===== config.mk =====
export PLATFORM = sky130hd
export DESIGN_NAME = frame_ones_counter
export DESIGN_NICKNAME = d
export VERILOG_FILES = /design/src/rtl/frame_ones_counter.sv
export SDC_FILE = /design/constraint.sdc
export NUM_CORES = 1
export LEC_CHECK = 0
export CAP_MARGIN = 0
export CORE_MARGIN = 2
export CORE_UTILIZATION = 30
export CTS_BUF_LIST = sky130_fd_sc_hd__clkbuf_8 sky130_fd_sc_hd__clkbuf_16
export DETAILED_ROUTE_END_ITERATION = 16
export PLACE_DENSITY = 0.54
export SLEW_MARGIN = 15
export SYNTH_ARGS = -nofsm -noshare
export SYNTH_HDL_FRONTEND = slang
export SYNTH_SLANG_ARGS = --single-unit

===== constraint.sdc =====
create_clock -name clk -period 3.2 [get_ports clk]
set_clock_uncertainty 0.1 [all_clocks]
set_input_delay 0.32 -clock clk [delete_from_list [all_inputs] [get_ports clk]]
set_output_delay 0.32 -clock clk [all_outputs]
set_load 0.005 [all_outputs]

===== src/rtl/frame_ones_counter.sv =====
// ---------------------------------------------------------------------------
// frame_ones_counter
//
// Streaming stage that accepts a framed byte stream and reports, for each
// frame, the total number of set bits and the number of beats it carried.
// Both totals are CNT_W wide and saturate at all-ones. A sticky flag reports
// whether either total saturated during the frame.
//
// Ports
//   clk        : single clock, rising edge
//   rst        : asynchronous, active-high reset
//   in_valid   : input beat valid
//   in_ready   : block can accept a beat (low while in reset and in HOLD)
//   in_data    : beat payload, DATA_W bits
//   in_last    : final beat of the frame, sampled only on an accepted beat
//   out_valid  : frame result valid
//   out_ready  : consumer accepts the result
//   out_ones   : total set bits in the frame (saturating)
//   out_bytes  : number of beats in the frame (saturating)
//   out_sat    : a counter saturated during this frame
// ---------------------------------------------------------------------------
module frame_ones_counter #(
  parameter int DATA_W = 8,
  parameter int CNT_W  = 16
) (
  input  logic              clk,
  input  logic              rst,
  input  logic              in_valid,
  output logic              in_ready,
  input  logic [DATA_W-1:0] in_data,
  input  logic              in_last,
  output logic              out_valid,
  input  logic              out_ready,
  output logic [CNT_W-1:0]  out_ones,
  output logic [CNT_W-1:0]  out_bytes,
  output logic              out_sat
);

  // Wide enough to hold DATA_W itself, so an all-ones beat is never truncated.
  localparam int POP_W = $clog2(DATA_W + 1);
  localparam logic [CNT_W-1:0] CNT_MAX = '1;

  typedef enum logic [1:0] {
    IDLE  = 2'd0,
    ACCUM = 2'd1,
    HOLD  = 2'd2
  } state_t;

  state_t           state_q, state_d;
  logic [CNT_W-1:0] ones_acc_q, ones_acc_d;
  logic [CNT_W-1:0] bytes_acc_q, bytes_acc_d;
  logic             sat_q, sat_d;
  logic             out_valid_q, out_valid_d;
  logic [CNT_W-1:0] out_ones_q, out_ones_d;
  logic [CNT_W-1:0] out_bytes_q, out_bytes_d;
  logic             out_sat_q, out_sat_d;

  logic [POP_W-1:0] beat_pop;
  logic [CNT_W:0]   ones_sum;
  logic [CNT_W:0]   bytes_sum;
  logic [CNT_W-1:0] ones_next;
  logic [CNT_W-1:0] bytes_next;
  logic             sat_next;
  logic             accept;

  // Per-beat population count.
  always_comb begin
    beat_pop = '0;
    for (int i = 0; i < DATA_W; i++) begin
      beat_pop = beat_pop + POP_W'(in_data[i]);
    end
  end

  // Sums carry one extra bit; that bit is the "requested sum > max" signal.
  assign ones_sum   = {1'b0, ones_acc_q} + (CNT_W + 1)'(beat_pop);
  assign bytes_sum  = {1'b0, bytes_acc_q} + (CNT_W + 1)'(1);
  assign ones_next  = ones_sum[CNT_W]  ? CNT_MAX : ones_sum[CNT_W-1:0];
  assign bytes_next = bytes_sum[CNT_W] ? CNT_MAX : bytes_sum[CNT_W-1:0];
  assign sat_next   = sat_q | ones_sum[CNT_W] | bytes_sum[CNT_W];

  // Ready is a decode of registered state only; out_ready never reaches it.
  // Gating with rst keeps it low for the whole reset pulse.
  assign in_ready = !rst && (state_q != HOLD);
  assign accept   = in_valid && in_ready;

  always_comb begin
    // NOTE: every always_comb output gets a default first so no path can infer a latch.
    state_d     = state_q;
    ones_acc_d  = ones_acc_q;
    bytes_acc_d = bytes_acc_q;
    sat_d       = sat_q;
    out_valid_d = out_valid_q;
    out_ones_d  = out_ones_q;
    out_bytes_d = out_bytes_q;
    out_sat_d   = out_sat_q;

    case (state_q)
      IDLE, ACCUM: begin
        if (accept) begin
          ones_acc_d  = ones_next;
          bytes_acc_d = bytes_next;
          sat_d       = sat_next;
          if (in_last) begin
            // Result registers capture totals that already include this beat.
            state_d     = HOLD;
            out_valid_d = 1'b1;
            out_ones_d  = ones_next;
            out_bytes_d = bytes_next;
            out_sat_d   = sat_next;
          end else begin
            state_d = ACCUM;
          end
        end
      end

      HOLD: begin
        if (out_ready) begin
          // out_ones/out_bytes keep their last value; only the flag clears.
          state_d     = IDLE;
          out_valid_d = 1'b0;
          out_sat_d   = 1'b0;
          ones_acc_d  = '0;
          bytes_acc_d = '0;
          sat_d       = 1'b0;
        end
      end

      default: begin
        state_d     = IDLE;
        out_valid_d = 1'b0;
        ones_acc_d  = '0;
        bytes_acc_d = '0;
        sat_d       = 1'b0;
      end
    endcase
  end

  // NOTE: state registers use non-blocking assignments so every flop samples pre-edge values.
  always_ff @(posedge clk or posedge rst) begin
    if (rst) begin
      state_q     <= IDLE;
      ones_acc_q  <= '0;
      bytes_acc_q <= '0;
      sat_q       <= 1'b0;
      out_valid_q <= 1'b0;
      out_ones_q  <= '0;
      out_bytes_q <= '0;
      out_sat_q   <= 1'b0;
    end else begin
      state_q     <= state_d;
      ones_acc_q  <= ones_acc_d;
      bytes_acc_q <= bytes_acc_d;
      sat_q       <= sat_d;
      out_valid_q <= out_valid_d;
      out_ones_q  <= out_ones_d;
      out_bytes_q <= out_bytes_d;
      out_sat_q   <= out_sat_d;
    end
  end

  assign out_valid = out_valid_q;
  assign out_ones  = out_ones_q;
  assign out_bytes = out_bytes_q;
  assign out_sat   = out_sat_q;

endmodule


=== Word level (Yosys, flattened, before mapping) ===
Cells that the tools add are included.

* Register bits after elaboration: 69
* Output and inout bits: 35
* Input bits: 13

* Muxes and demuxes: 20
* Add/sub/neg operators: 9
* Equality and inequality tests: 6
* Bitwise gates (word level): 2
* Reduce and logical (&&, ||, !) cells: 10

{| class="wikitable"
|+ Operators by type and width
! cell !! number
|-
| two-way mux 16 bit || 5
|-
| case mux 16 bit (2 select lines) || 2
|-
| adder 16 x 1 -> 17 bit, second input constant || 1
|-
| adder 16 x 4 -> 17 bit || 1
|-
| adder 4 x 1 -> 4 bit || 4
|-
| != test 2 bit, second input constant || 4
|-
| two-way mux 1 bit || 6
|-
| two-way mux 2 bit || 3
|-
| case mux 1 bit (2 select lines) || 3
|-
| AND reduction 3 bit || 2
|-
| adder 3 x 1 -> 4 bit || 1
|-
| case mux 2 bit (2 select lines) || 1
|-
| AND reduction 4 bit || 1
|-
| adder 2 x 1 -> 3 bit || 1
|-
| adder 1 x 1 -> 2 bit || 1
|-
| equality test 2 x 1 -> 1 bit, second input constant || 1
|-
| equality test 2 bit, second input constant || 1
|-
| logical AND 1 bit || 2
|-
| logical NOT 2 bit || 1
|-
| OR 1 bit || 2
|-
| AND reduction 2 bit || 1
|-
| nonzero test 2 bit || 1
|-
| OR reduction 2 bit || 1
|-
| logical NOT 1 bit || 1
|}

=== Depth between registers and ports, before layout ===
* Word-level depth: 13
* Gate-level depth with buffers: 13
* Mapped depth without buffers: 12

=== Worst setup path after synthesis ===
Ideal clock, no wire load.

* Path type: input port to flip-flop
* Start: input port in_data[0]
* End: register ones_acc_q[7]
* Arrival: 3.604 ns
* Required time: 2.977 ns
* Path buffers: 1
* Library setup time: 0.123 ns
* Path slack: -0.626 ns
* Cell stages on the path: 13
* Cell sequence: fa_1 inv_1 fa_1 fa_1 fa_1 inv_1 fa_1 a211oi_2 and4bb_4 nor2b_4 buf_6 o21a_1 o221a_2

* Cells in the longest elaborated chain, start to end: 11

{| class="wikitable"
|+ Ends and longest elaborated chain
! element !! RTL line !! source
|-
| from (decl) || 30 || <nowiki>input logic [DATA_W-1:0] in_data,</nowiki>
|-
| adder 1 x 1 -> 2 bit || 70 || <nowiki>beat_pop = beat_pop + POP_W'(in_data[i]);</nowiki>
|-
| adder 2 x 1 -> 3 bit || 70 ||
|-
| adder 3 x 1 -> 4 bit || 70 ||
|-
| adder 4 x 1 -> 4 bit (4 in a row) || 70 ||
|-
| adder 16 x 4 -> 17 bit || 75 || <nowiki>assign ones_sum = {1'b0, ones_acc_q} + (CNT_W + 1)'(beat_pop);</nowiki>
|-
| two-way mux 16 bit || 77 || <nowiki>assign ones_next = ones_sum[CNT_W] ? CNT_MAX : ones_sum[CNT_W-1:0];</nowiki>
|-
| two-way mux 16 bit || 99 || <nowiki>if (accept) begin</nowiki>
|-
| case mux 16 bit (2 select lines) || 97 || <nowiki>case (state_q)</nowiki>
|-
| to (signal assigned) || 151 || <nowiki>ones_acc_q <= ones_acc_d;</nowiki>
|-
| to (decl) || 50 || <nowiki>logic [CNT_W-1:0] ones_acc_q, ones_acc_d;</nowiki>
|}

No other way between the ends. The select of a mux whose other input is x is not followed.
A chain may end at the register's enable or synchronous reset.

=== Worst setup path in the final report ===
Same ends and word-level chain as after synthesis.

==> run_summary.xml <==
<?xml version="1.0" encoding="UTF-8"?>
<metrics>
  <group name="power">
    <metric name="pwr_density_cell" unit="nW/um^2">647</metric>
    <metric name="power.ir.vdd_worst" unit="uV">296</metric>
    <metric name="design_power_total" unit="mW">3.27</metric>
    <metric name="power.static_leakage" unit="nW">2.06</metric>
  </group>
  <group name="clocking">
    <metric name="htreeDepth" unit="">3</metric>
    <metric name="clock_path_buffers" unit="">2</metric>
    <metric name="cts_num_sinks" unit="">69</metric>
    <metric name="cts_root_buf" unit="">sky130_fd_sc_hd__clkbuf_16</metric>
    <metric name="clock_tree_from_tritoncts" unit="">yes</metric>
    <metric name="cts-buffers-inserted" unit="">9</metric>
    <metric name="clock_transition_at_the_registers_of_the_reported_paths" unit="ps">60</metric>
    <metric name="cts_hold_buffers" unit="">0</metric>
    <metric name="clk-insertion-delay-late" unit="ps">340</metric>
  </group>
  <group name="setup_path">
    <metric name="required" unit="ps">3330</metric>
    <metric name="regToRegStartpoint" unit="">ones_acc_q[0]</metric>
    <metric name="cp_max_stage_cell" unit="">sky130_fd_sc_hd__fa_1</metric>
    <metric name="endpoint_kind" unit="">flip-flop</metric>
    <metric name="worst_path_most_repeated_cell" unit="">sky130_fd_sc_hd__fa_1</metric>
    <metric name="rr_endpoint" unit="">ones_acc_q[7]</metric>
    <metric name="r2r.worst_path.cells" unit="">11</metric>
    <metric name="worstPathArrival" unit="ps">3600</metric>
    <metric name="r2r_setup_slack" unit="ps">-110</metric>
    <metric name="critical-path-max-stage-delay" unit="ps">520</metric>
    <metric name="crit_chain" unit="">buf_6 &gt; fa_1 &gt; inv_1 &gt; fa_1 &gt; fa_1 &gt; fa_2 &gt; inv_2 &gt; fa_2 &gt; a211oi_4 &gt; and4bb_4 &gt; nor2b_4 &gt; o21a_1 &gt; o221a_2</metric>
    <metric name="cp_max_fo" unit="">5</metric>
    <metric name="timing.critical_path.from_type" unit="">primary input</metric>
    <metric name="path_class" unit="">in2reg</metric>
  </group>
  <group name="finish">
    <metric name="post-route-util" unit="">0.406</metric>
    <metric name="layout-area-overhead-vs-synth" unit="%">33.2</metric>
    <metric name="final_net_count" unit="">497</metric>
    <metric name="register_area" unit="sq um">1730</metric>
    <metric name="final.fill_count" unit="">1250</metric>
    <metric name="n_antenna_cell" unit="">0</metric>
    <metric name="proportion_of_layout_cells_with_a_drive_suffix_above_1" unit="">0.193</metric>
    <metric name="multiInputGateArea" unit="sq um">2060</metric>
  </group>
  <group name="logic_synthesis">
    <metric name="syn_avg_cell_area" unit="sq um">9.33</metric>
    <metric name="synth_top_area_cell" unit="">sky130_fd_sc_hd__dfrtp_1</metric>
    <metric name="yosys_register_bits" unit="">69</metric>
    <metric name="yosysMostFrequentCell" unit="">sky130_fd_sc_hd__dfrtp_1</metric>
    <metric name="netlist_top_cells_area" unit="">sky130_fd_sc_hd__dfrtp_1, sky130_fd_sc_hd__a21oi_1, sky130_fd_sc_hd__nor2_1</metric>
    <metric name="count_of_flip_flops_with_a_built_in_enable_after_synthesis" unit="">0</metric>
    <metric name="ys_seq_area_frac" unit="">0.455</metric>
    <metric name="syn_nets" unit="">432</metric>
    <metric name="synth_ff_type" unit="">sky130_fd_sc_hd__dfrtp_1</metric>
    <metric name="synth-warning-count" unit="">0</metric>
    <metric name="ys_types" unit="">57</metric>
    <metric name="synthesis.area" unit="sq um">3800</metric>
    <metric name="post_synth_inst_count" unit="">407</metric>
    <metric name="synth_cell_count_leaders" unit="">sky130_fd_sc_hd__dfrtp_1, sky130_fd_sc_hd__nor2_1, sky130_fd_sc_hd__a21oi_1, sky130_fd_sc_hd__nand2_1, sky130_fd_sc_hd__o21ai_0</metric>
    <metric name="ys_async_sr_fraction" unit="">1.00</metric>
    <metric name="synth_top_cell_area_share" unit="">0.455</metric>
  </group>
  <group name="drt">
    <metric name="vias" unit="">3273</metric>
    <metric name="drt_pass1_iterations" unit="">4</metric>
    <metric name="postRouteWirelength" unit="um">9900</metric>
    <metric name="remaining_drc_errors" unit="">0</metric>
    <metric name="final_antenna_net_count" unit="">0</metric>
    <metric name="drt-wirelength-per-cell" unit="um">15.2</metric>
    <metric name="vias_per_cell" unit="">5.04</metric>
    <metric name="initialDrtViolationCount" unit="">164</metric>
  </group>
  <group name="grt">
    <metric name="antenna_found_initial" unit="">0</metric>
    <metric name="grt_start_max_net_pins" unit="">42</metric>
    <metric name="first_global_vias" unit="">3234</metric>
    <metric name="grtUsageTotal" unit="">0.156</metric>
    <metric name="grt_first_pass_wirelength" unit="um">16400</metric>
    <metric name="grt_remaining_overflow" unit="">0</metric>
  </group>
  <group name="timing">
    <metric name="rsz0062_at_grt" unit="">yes</metric>
    <metric name="finalHoldViolations" unit="">0</metric>
    <metric name="final_max_slew_viol_count" unit="">0</metric>
    <metric name="fmaxAchievable" unit="MHz">288</metric>
    <metric name="fin_tns_setup" unit="ps">-6530</metric>
    <metric name="post-route-worst-setup-slack" unit="ps">-276</metric>
    <metric name="timing.slew.headroom" unit="">0.558</metric>
    <metric name="worstMarginPinSlew" unit="ps">657</metric>
    <metric name="final.min_clock_period" unit="ps">3480</metric>
    <metric name="setup-violations-final" unit="">34</metric>
    <metric name="fin_crit_sh" unit="">1.09</metric>
  </group>
  <group name="floorplanning">
    <metric name="rows" unit="">41</metric>
    <metric name="initial_core_util" unit="">0.305</metric>
    <metric name="design.core.area" unit="sq um">12500</metric>
    <metric name="die_y" unit="um">117</metric>
    <metric name="io_pins" unit="">48</metric>
    <metric name="die_w" unit="um">117</metric>
    <metric name="floorplan.die_area" unit="sq um">13600</metric>
  </group>
  <group name="place">
    <metric name="routabilityCongestion" unit="">0.838</metric>
    <metric name="dp.final_hpwl" unit="um">6990</metric>
    <metric name="io_buffers" unit="">47</metric>
  </group>
  <group name="job">
    <metric name="max_cap_viol_count" unit="">0</metric>
  </group>
  <group name="outcome">
    <metric name="run_status" unit="">complete, but fails checks</metric>
    <metric name="failing_checks" unit="">negative setup slack</metric>
  </group>
  <group name="worst_hold_path">
    <metric name="holdCritPathClass" unit="">in2async</metric>
  </group>
</metrics>
[layout by cell type, fill, tap and decap left out, types with 3 or more instances in the layout]
cell,n
sky130_fd_sc_hd__a211oi_1,6
sky130_fd_sc_hd__a21o_1,5
sky130_fd_sc_hd__a21oi_1,37
sky130_fd_sc_hd__a21oi_2,5
sky130_fd_sc_hd__a31o_1,4
sky130_fd_sc_hd__a31oi_1,18
sky130_fd_sc_hd__and2_1,3
sky130_fd_sc_hd__and3_1,9
sky130_fd_sc_hd__and4_1,7
sky130_fd_sc_hd__buf_4,26
sky130_fd_sc_hd__buf_6,5
sky130_fd_sc_hd__clkbuf_16,9
sky130_fd_sc_hd__clkdlybuf4s50_1,44
sky130_fd_sc_hd__clkinvlp_4,3
sky130_fd_sc_hd__dfrtp_1,69
sky130_fd_sc_hd__fa_1,3
sky130_fd_sc_hd__ha_1,7
sky130_fd_sc_hd__inv_1,12
sky130_fd_sc_hd__nand2_1,35
sky130_fd_sc_hd__nand2b_1,6
sky130_fd_sc_hd__nand3_1,8
sky130_fd_sc_hd__nor2_1,41
sky130_fd_sc_hd__nor2b_1,3
sky130_fd_sc_hd__nor3_1,3
sky130_fd_sc_hd__nor3_2,3
sky130_fd_sc_hd__o21a_1,4
sky130_fd_sc_hd__o21ai_0,15
sky130_fd_sc_hd__o21ai_1,4
sky130_fd_sc_hd__o21ai_2,6
sky130_fd_sc_hd__o22a_1,3
sky130_fd_sc_hd__xnor2_1,13
sky130_fd_sc_hd__xor2_1,4
[registers in the layout, indices dropped and copies added, names as in the netlist]
register / flops
out_sat: 1
out_ones: 16
bytes_acc_q: 16
ones_acc_q: 16
out_bytes: 16
sat_q: 1
out_valid: 1
state_q: 2
[how the worst max path moves through the flow]
stage	start	end	slack, ps
6_report	in_data[0]	ones_acc_q[7]	-280
5_1_grt	in_data[0]	ones_acc_q[7]	-380
4_1_cts	in_data[0]	ones_acc_q[7]	-450
3_5_place_dp	in_data[0]	ones_acc_q[15]	-1080
3_3_place_gp	in_data[0]	ones_acc_q[15]	-1000
2_1_floorplan	in_data[0]	ones_acc_q[7]	-530
[report_power, final]
group | leakage [nW] | total [mW] | switching [mW] | internal (mW)
sequential | 0.891 | 1.16 | 0.133 | 1.03
combinational | 1.03 | 1.16 | 0.530 | 0.630
clock | 0.132 | 0.953 | 0.403 | 0.549
[cell type report]
cell class,instances,share of cell area
multi-input combinational,300,0.407
sequential,69,0.341
timing repair buffer,78,0.143
clock buffer,10,0.0472
tap,172,0.0425
inverter,14,0.0104
clock inverter,6,0.00890
[repair_timing]
action / CTS / global route
cloned: 0 / 0
pin swaps: 25 / 18
gates resized for setup: 33 / 29
buffers inserted: 0 / 2
endpoints found under the setup margin: 34 / 34
[stage by stage]
stage	hold slack [ps]	setup WS (ps)	area, sq um	std cells
5_1_grt	377	-376	5060	649
4_1_cts	346	-453	4930	647
2_1_floorplan	327	-528	3800	407
3_5_place_dp	377	-1080	4590	631
3_3_place_gp	362	-1000	4590	631
6_report	327	-276	5060	649
[cell families after synthesis]
| logic type | synth area share |
|---|---|
| simple gates | 0.186 |
| compound gates | 0.216 |
| flops | 0.455 |
| buf+inv | 0.0474 |
| xor+xnor | 0.0415 |
| fa+ha+maj | 0.0494 |
| mux | 0.00527 |
[metal layers]
| metal | part of all wire | wire, um | GRT usage |
|---|---|---|---|
| met1 | 0.45 | 4430 | 0.204 |
| met2 | 0.48 | 4740 | 0.255 |
| met5 | 0 | 0 | 0 |
| met3 | 0.058 | 573 | 0.0322 |
| met4 | 0.016 | 162 | 0.0627 |
[worst max-delay path, delay by kind of cell]
family | cells | cell delay [ps]
adder cells (fa/ha/maj) | 5 | 2060
AO/OA/AOI/OAI | 3 | 620
AND/OR/NAND/NOR | 2 | 400
buffers and inverters | 3 | 180
(Power assumes the default switching activity.)
